==> src/rtl/cam_pkg.sv <==
// rtl/cam_pkg.sv - shared frame geometry, capture FSM encoding and colour-bar lookup.
package cam_pkg;

  localparam int CAM_X    = 160;
  localparam int CAM_Y    = 120;
  localparam int AW       = 15;
  localparam int DW       = 12;
  localparam int IMG_SIZE = CAM_X * CAM_Y;

  typedef enum logic [1:0] {
    IDLE    = 2'd0,
    ARM     = 2'd1,
    CAPTURE = 2'd2,
    DONE    = 2'd3
  } state_e;

  function automatic logic [11:0] bar_rgb(input logic [2:0] idx);
    logic [11:0] rgb;
    case (idx)
      3'd0:    rgb = 12'hFFF;
      3'd1:    rgb = 12'hFF0;
      3'd2:    rgb = 12'h0FF;
      3'd3:    rgb = 12'h0F0;
      3'd4:    rgb = 12'hF0F;
      3'd5:    rgb = 12'hF00;
      3'd6:    rgb = 12'h00F;
      default: rgb = 12'h000;
    endcase
    return rgb;
  endfunction

endpackage

==> src/rtl/edge_det.sv <==
// rtl/edge_det.sv - registered copy of a level input with rise/fall strobes.
module edge_det (
  input  logic clk,
  input  logic rst,
  input  logic d,
  output logic rise,
  output logic fall
);

  logic d_q;

  always_ff @(posedge clk or negedge rst) begin
    if (!rst) d_q <= 1'b0;
    else      d_q <= d;
  end

  assign rise = ~d_q & d;
  assign fall = d_q & ~d;

endmodule

==> src/rtl/capture_ctrl.sv <==
// rtl/capture_ctrl.sv - VSYNC-aligned frame capture sequencer driving the frame buffer write port.
// Optional CAPTURE_TEST_PATTERN_EN adds tp_sel, replacing pixel data with eight vertical colour bars.
module capture_ctrl #(
  parameter int CAM_X = cam_pkg::CAM_X,
  parameter int CAM_Y = cam_pkg::CAM_Y,
  parameter int AW    = cam_pkg::AW,
  parameter int DW    = cam_pkg::DW
) (
  input  logic          clk,
  input  logic          rst,
  input  logic          start,
  input  logic          cont_en,
  input  logic          abort,
  input  logic          cam_vsync,
  input  logic          cam_href,
  input  logic          px_valid,
`ifdef CAPTURE_TEST_PATTERN_EN
  input  logic          tp_sel,
`endif
  input  logic [DW-1:0] px_data,
  output logic          ram_we,
  output logic [AW-1:0] ram_addr,
  output logic [DW-1:0] ram_data,
  output logic          busy,
  output logic          frame_done,
  output logic          frame_err,
  output logic [7:0]    frame_cnt
);

  import cam_pkg::*;

  localparam int              LW    = $clog2(CAM_Y) + 1;
  localparam logic [AW-1:0]   IMG_A = AW'(CAM_X * CAM_Y);
  localparam logic [LW-1:0]   LINES = LW'(CAM_Y);
  localparam logic [LW-1:0]   L_MAX = '1;

  state_e          state_q, state_d;
  logic [AW-1:0]   pix_cnt_q, pix_cnt_d;
  logic [LW-1:0]   line_cnt_q, line_cnt_d;
  logic            frame_err_q, frame_err_d;
  logic [7:0]      frame_cnt_q, frame_cnt_d;
  logic            ram_we_q, ram_we_d;
  logic [AW-1:0]   ram_addr_q, ram_addr_d;
  logic [DW-1:0]   ram_data_q, ram_data_d;
  logic [DW-1:0]   pix_word;
  logic            vs_rise, vs_fall, href_fall, href_rise_unused;

  edge_det u_vsync_det (
    .clk  (clk),
    .rst  (rst),
    .d    (cam_vsync),
    .rise (vs_rise),
    .fall (vs_fall)
  );

  edge_det u_href_det (
    .clk  (clk),
    .rst  (rst),
    .d    (cam_href),
    .rise (href_rise_unused),
    .fall (href_fall)
  );

`ifdef CAPTURE_TEST_PATTERN_EN
  logic [AW-1:0] col;
  logic [AW-1:0] bar;
  always_comb begin
    col      = pix_cnt_q % AW'(CAM_X);
    bar      = col / AW'(CAM_X / 8);
    pix_word = tp_sel ? DW'(bar_rgb(bar[2:0])) : px_data;
  end
`else
  assign pix_word = px_data;
`endif

  always_comb begin
    state_d     = state_q;
    pix_cnt_d   = pix_cnt_q;
    line_cnt_d  = line_cnt_q;
    frame_err_d = frame_err_q;
    frame_cnt_d = frame_cnt_q;
    ram_we_d    = 1'b0;
    ram_addr_d  = ram_addr_q;
    ram_data_d  = ram_data_q;
    if (abort) begin
      state_d = IDLE;
    end else begin
      case (state_q)
        IDLE: begin
          if (start) begin
            state_d     = ARM;
            frame_err_d = 1'b0;
          end
        end
        ARM: begin
          // Waiting for a fresh VSYNC fall skips any frame already underway.
          if (vs_fall) begin
            state_d    = CAPTURE;
            pix_cnt_d  = '0;
            line_cnt_d = '0;
          end
        end
        CAPTURE: begin
          if (px_valid) begin
            if (pix_cnt_q < IMG_A) begin
              ram_we_d   = 1'b1;
              ram_addr_d = pix_cnt_q;
              ram_data_d = pix_word;
              pix_cnt_d  = pix_cnt_q + 1'b1;
            end else begin
              frame_err_d = 1'b1;
            end
          end
          if (href_fall && line_cnt_q != L_MAX) line_cnt_d = line_cnt_q + 1'b1;
          // Geometry check uses the next-state counts so a coincident last pixel/line is included.
          if (vs_rise) begin
            if (pix_cnt_d != IMG_A || line_cnt_d != LINES) frame_err_d = 1'b1;
            state_d = DONE;
          end
        end
        DONE: begin
          frame_cnt_d = frame_cnt_q + 1'b1;
          state_d     = cont_en ? ARM : IDLE;
        end
        default: state_d = IDLE;
      endcase
    end
  end

  always_ff @(posedge clk or negedge rst) begin
    if (!rst) begin
      state_q     <= IDLE;
      pix_cnt_q   <= '0;
      line_cnt_q  <= '0;
      frame_err_q <= 1'b0;
      frame_cnt_q <= '0;
      ram_we_q    <= 1'b0;
      ram_addr_q  <= '0;
      ram_data_q  <= '0;
    end else begin
      state_q     <= state_d;
      pix_cnt_q   <= pix_cnt_d;
      line_cnt_q  <= line_cnt_d;
      frame_err_q <= frame_err_d;
      frame_cnt_q <= frame_cnt_d;
      ram_we_q    <= ram_we_d;
      ram_addr_q  <= ram_addr_d;
      ram_data_q  <= ram_data_d;
    end
  end

  assign ram_we     = ram_we_q;
  assign ram_addr   = ram_addr_q;
  assign ram_data   = ram_data_q;
  assign busy       = (state_q != IDLE);
  assign frame_done = (state_q == DONE) && !abort;
  assign frame_err  = frame_err_q;
  assign frame_cnt  = frame_cnt_q;

endmodule
==> config.mk <==
export PLATFORM = sky130hd
export DESIGN_NAME = capture_ctrl
export DESIGN_NICKNAME = d
export VERILOG_FILES = /design/src/rtl/cam_pkg.sv /design/src/rtl/edge_det.sv /design/src/rtl/capture_ctrl.sv
export SDC_FILE = /design/constraint.sdc
export NUM_CORES = 1
export LEC_CHECK = 0
export BUFFER_PORTS_ARGS = -buffer_cell sky130_fd_sc_hd__buf_2
export CAP_MARGIN = 20
export CORE_MARGIN = 1
export CORE_UTILIZATION = 63
export CTS_BUF_LIST = sky130_fd_sc_hd__clkbuf_8
export CTS_CLUSTER_DIAMETER = 150
export DETAILED_ROUTE_END_ITERATION = 10
export HOLD_SLACK_MARGIN = 0.05
export PLACE_DENSITY_LB_ADDON = 0.25
export SYNTH_ARGS = -nofsm -noshare
export SYNTH_HDL_FRONTEND = slang
export SYNTH_SLANG_ARGS = --single-unit
export TNS_END_PERCENT = 50
==> constraint.sdc <==
create_clock -name clk -period 5 [get_ports clk]
set_input_delay 0.25 -clock clk [delete_from_list [all_inputs] [get_ports clk]]
set_output_delay 0.25 -clock clk [all_outputs]
set_load 0.01 [all_outputs]
-- Word-level counts from Yosys, hierarchy flattened
Cells that the tools add are included.
- output and inout bits: 39
- flip-flop bits (word level): 64
- input bits: 20
- logic and storage cells: 72
- add/sub/neg operators: 3
- multiplexer cells: 27
- reduce and logical (&&, ||, !) cells: 13
- order comparisons: 1
- eq/ne operators: 11
- bitwise gates (word level): 7
- operator list (operator ; number):
    two-way mux 15 bit ; 5
    two-way mux 8 bit ; 4
    case mux 15 bit (2 select lines) ; 1
    adder 8 x 1 -> 8 bit (second input constant) ; 2
    case mux 8 bit (2 select lines) ; 1
    adder 15 x 1 -> 15 bit (second input constant) ; 1
    less-than comparator 15 bit (second input constant) ; 1
    != test 15 bit (second input constant) ; 1
    two-way mux 1 bit ; 10
    AND reduction 3 bit ; 3
    two-way mux 2 bit ; 4
    != test 8 x 7 -> 1 bit (second input constant) ; 1
    != test 8 bit (second input constant) ; 1
    case mux 2 bit (4 select lines) ; 1
    != test 3 x 2 -> 1 bit (second input constant) ; 2
    nonzero test 2 bit ; 3
    equality test 2 bit (second input constant) ; 2
    inverter 1 bit ; 4
    AND reduction 4 bit ; 1
    AND 1 bit ; 3
    != test 3 bit (second input constant) ; 1
    equality test 2 x 1 -> 1 bit (second input constant) ; 1
    logical AND 1 bit ; 2
    zero test 2 bit ; 1
    other kinds (6) ; 6

-- Logic depth before layout (Yosys ltp)
- depth after elaboration: 11
- mapped depth: 9
- gate-level depth less buffers: 7

-- By module
Synthesis repeated with hierarchy kept, for this count alone.
- cell total of the unflattened synthesis: 397
- area total of the unflattened synthesis: 3537.1 um^2
- by module, submodules not included (module ; times used ; cells each ; sequential area each (um^2) ; area each (um^2)):
    capture_ctrl ; 1 ; 391 ; 1551.5 ; 3457.1
    edge_det ; 2 ; 3 ; 25.0 ; 40.0

-- Worst setup path after synthesis
OpenSTA, ideal clock, no wires.
- path type: reg2reg
- start: reg state_q[1]
- end: reg pix_cnt_q[4]
- library setup time: 0.066 ns
- stages on the path, launching flop included: 8
- setup slack: 3.004 ns
- clock period less this slack: 1.996 ns
- arrival time: 1.930 ns
- required time: 4.934 ns
- buffers on the path: 0
- cells stage by stage: dfrtp_1 > inv_1 > ha_1 > a21boi_0 > or3b_1 > or4_2 > nand2_1 > a22o_1
- cells in the longest elaborated chain, start to end: 3
- elaborated cells on any way between the ends: 6
- those cells by class: 3 x eq/ne; 1 x mux; 2 x reduce/logical
- ends and longest elaborated chain (item ; line ; RTL):
    start: declaration ; capture_ctrl.sv:37 ; state_e state_q, state_d;
    start signal: assignment ; capture_ctrl.sv:141 ; state_q <= state_d;
    equality test 2 x 1 -> 1 bit / equality test 2 bit (equally long branches) ; capture_ctrl.sv:88 ; case (state_q)
    != test 2 x 1 -> 1 bit (no source line) / nonzero test 2 bit (equally long branches) ; n/a ;
    AND reduction 3 bit (no source line) ; n/a ;
    end signal: assignment ; capture_ctrl.sv:142 ; pix_cnt_q <= pix_cnt_d;
    end: declaration ; capture_ctrl.sv:38 ; logic [AW-1:0] pix_cnt_q, pix_cnt_d;
Parallel ways exist; a longest one is shown, timed or not.
A chain may end at the register's enable or synchronous reset.

-- Worst setup path after layout
- start: reg state_q[0]
- end: reg ram_addr_q[0], in the netlist ram_addr[0]
- cells in the longest elaborated chain, start to end: 2
- ends and longest elaborated chain (item ; line ; RTL):
    equality test 2 bit ; capture_ctrl.sv:88 ;
    AND reduction 4 bit (no source line) ; n/a ;
    end signal: assignment ; capture_ctrl.sv:147 ; ram_addr_q <= ram_addr_d;
    end: declaration ; capture_ctrl.sv:43 ; logic [AW-1:0] ram_addr_q, ram_addr_d;
Every way passes these cells.

==> reports/summary.log <==
[status] status finished clean
[route] Antenna Violating Nets Remaining 0
[yosys] post-synthesis average cell area 9.342 um2
[cts] post-cts hold buffer count 2
[route] residual DRC count 0
[sta] timing-limited maximum frequency 410.3 MHz
[cells_and_area] share of final-layout standard cells stronger than drive strength 1 0.2300
[pwr] Peak supply drop 0.2491 mV
[pwr] switching power of the nets 0.4980 mW
[global_routing] sum of overflow across all layers after global routing 0
[setup_path] element type at the critical path end flip-flop
[pwr] leakage dissipation 2.031 nW
[route] detail-routed net length per standard cell 14.96 um
[placement] placed insts 479
[placement] final estimated routing congestion in global placement 0.9006
[cells_and_area] most common cell after layout, fill and taps aside sky130_fd_sc_hd__nand2_1
[route] number of design-rule violations left by the first detailed-router iteration 178
[yosys] number of enable-type register cells in the synthesized netlist 0
[route] average vias per placed instance 6.002
[yosys] Net Count, Synth 397
[sta] final clock period utilization by the worst path 0.4875
[route] Initial DRT Pass Iterations 4
[cells_and_area] Layout fillers 367
[sta] Post-Route Skew 0.008921 ns
[sta] final hold viol count 0
[pwr] power per cell area 375.3 nW/um2
[setup_path] type of origin of the critical path flip-flop
[floorplan] number of primary I/O pins 59
[cells_and_area] multi-input gate area in the final layout 1692 um2
[cts] worst skew pair latency 0.35 ns
[floorplan] width of the die 75.97 um
[cells_and_area] final instance count without filler cells 496
[sta] Slew Viols, Final 0
[cts] CTS clk-pin slew, worst paths 0.07 ns
[global_routing] Overall Global Routing Usage 0.2744
[yosys] portion of the post-synthesis area used by sequential elements 0.4646
[floorplan] area of the core 5172 um2
[global_routing] global-route wire length before repair 12.53 mm
[cts] number of sinks handled by clock tree synthesis 64
[cts] CTS tree built
[floorplan] standard-cell row count 26
[cts] setup fix buffers added after clock tree synthesis 0
[floorplan] effective utilization at floorplan 0.6664
[sta] setup repair after global routing missed its margin false
[worst_hold_path] path type of the worst min-delay path in -> async
[yosys] synthesized cell area 3447 um2
[yosys] Yosys warnings 0
[cts] maximum root-to-sink buffer count 2
[global_routing] largest net degree at the start of global routing 65
[pwr] Sw Ratio 0.3373
[yosys] ranking of synthesized cells by area sky130_fd_sc_hd__dfrtp_1, sky130_fd_sc_hd__nand2_1, sky130_fd_sc_hd__a22o_1
[sta] relative slew slack 0.3465
[cells_and_area] Area growth, synth to finish 14.12%
[cells_and_area] Antenna diodes 0
[yosys] count of unique library cells instantiated by Yosys 63
[run] Max-cap violations 0
[floorplan] area of the die 5771 um2
[cells_and_area] register area 1602 um2
[yosys] number of instances in the synthesized netlist 369
[placement] detailed placement HPWL 4.897 mm
[pwr] share of total power in sequential cells 0.443
[pwr] part of the power in combinational logic 0.267
[yosys] Yosys top cell area share 0.4646
[yosys] total of flip-flops plus latches after synthesis 64
[sta] Worst Tran Pin Value 0.9803 ns
[cts] number of buffers inserted during clock tree synthesis 9
[setup_path] CP Class reg -> reg
[floorplan] die height 75.97 um
[cts] H-tree depth reported by CTS 3
[cts] clock tree root buffer cell sky130_fd_sc_hd__clkbuf_8
[yosys] async set-reset flop share out of synthesis 1.000
[pwr] internal portion of total power 0.9783 mW
[global_routing] number of global-route vias before repair 2748
[cells_and_area] commonest cells after routing, fill and taps aside sky130_fd_sc_hd__nand2_1, sky130_fd_sc_hd__dfrtp_1, sky130_fd_sc_hd__buf_2, sky130_fd_sc_hd__o21ai_0, sky130_fd_sc_hd__a22o_1
[yosys] dominant synthesized flop cell sky130_fd_sc_hd__dfrtp_1
[setup_path] Worst EP arrival 2.73 ns
[setup_path] required time at the endpoint of the critical path 5.29 ns
[sta] number of setup violations in the final report 0
[setup_path] critical path peak fanout 31
[sta] Min Clock Period, post-route 2.437 ns
[global_routing] antenna violations before repair 0
[sta] setup_tns 0 ns
[yosys] library cell with the largest summed area after synthesis sky130_fd_sc_hd__dfrtp_1
[pwr] clock network power share 0.289
[route] wire length after detailed routing 7.418 mm
[cells_and_area] number of nets in the finished design 450
[route] via total after detailed routing 2977
[cts] post-CTS sizing 0
[placement] IO buf count 58
==> cells by family after synthesis <==
group | Yosys count | share of synthesized area
and+or+nand+nor | 169 | 0.2367
AOI/OAI and AO/OA | 80 | 0.1731
DFF | 64 | 0.4646
buffers and inverters | 30 | 0.04464
xor gates and xnor gates | 9 | 0.02287
muxes | 9 | 0.02904
adders and majority gates | 8 | 0.02904
==> path summary, 6_finish.rpt <==
kind / start / to / slack, ns / cells past startpoint
worst max-delay path: state_q[0] / ram_addr[0] / 2.56 / 7
worst min-delay path: rst / ram_data[1] / 0.05 / 2
worst max register to register: state_q[0] / ram_addr[0] / 2.56 / 7
worst min register to register: frame_cnt[7] / frame_cnt[7] / 0.47 / 1
max in group asynchronous: rst / line_cnt_q[7] / 4.39 / 2
min in group clk: px_data[2] / ram_data[2] / 0.09 / 3
==> state kept, by name (all words and copies together) (netlist names) <==
signal / count
state_q: 2
u_href_det.d_q: 1
pix_cnt_q: 15
u_vsync_det.d_q: 1
frame_err: 1
line_cnt_q: 8
frame_cnt: 8
ram_addr: 15
ram_we: 1
ram_data: 12
==> worst max-delay path: stages, from the launching register on <==
cell and delay, ns:
sky130_fd_sc_hd__dfrtp_1 0.40, sky130_fd_sc_hd__inv_1 0.15, sky130_fd_sc_hd__ha_1 0.82, sky130_fd_sc_hd__nand3b_1 0.16, sky130_fd_sc_hd__buf_4 0.28, sky130_fd_sc_hd__inv_2 0.36
sky130_fd_sc_hd__nand2_1 0.13, sky130_fd_sc_hd__nand2_1 0.07
==> routing by layer <==
metal | wire length [um] | vias up | global-route usage
met5 | 0 | - | 0
met1 | 3271 | 1442 | 0.3488
met2 | 3563 | 105 | 0.4391
met4 | 116 | 0 | 0.1192
li1 | - | 1416 | -
met3 | 467 | 14 | 0.07904
==> through the flow <==
stage                     power [mW]    util  setup WS [ns]  area, um2  hold slack, ns
after floorplan               0.9087       -          3.004       3447        -0.04559
after global placement         1.030  0.7206          2.715       3727          0.3839
after detailed placement       1.055  0.7206          2.575       3727          0.3924
after CTS                      1.482  0.7605          2.562       3934         0.08046
after global routing           1.558  0.7605          2.345       3934         0.08404
final                          1.476  0.7605          2.563       3934         0.04727
==> power by group through the flow <==
stage	clock network, mW	registers, mW	logic [mW]
floorplan	0	0.681	0.227
global placement	0	0.655	0.375
detailed placement	0	0.663	0.392
CTS	0.434	0.653	0.395
global route	0.457	0.662	0.438
finish	0.427	0.655	0.395
==> cell type report <==
type,instances,share of cell area
Sequential cell,64,0.4071
Timing Repair Buffer,63,0.08461
Clock buffer,10,0.03499
Clock inverter,5,0.01240
Tap cell,70,0.02226
Inverter,9,0.008588
Multi-Input combinational cell,275,0.4300
==> Yosys cell counts (all sizes together) (2+ instances only) <==
library cell   n
nand2         97
dfrtp         64
o21ai         23
a22o          21
nor2          18
clkbuf        14
nand3         11
inv            9
ha             8
mux2           8
a21oi          7
and3           7
buf            7
xnor2          7
nor3           6
a21o           5
nand4          5
a211oi         3
and2           3
nor3b          3
nor4           3
o31ai          3
or3            3
a31oi          2
nand2b         2
nand4b         2
nor2b          2
o2111a         2
o221ai         2
o22a           2
or4            2
xor2           2
No activity file was read; power rests on OpenSTA's default activity.
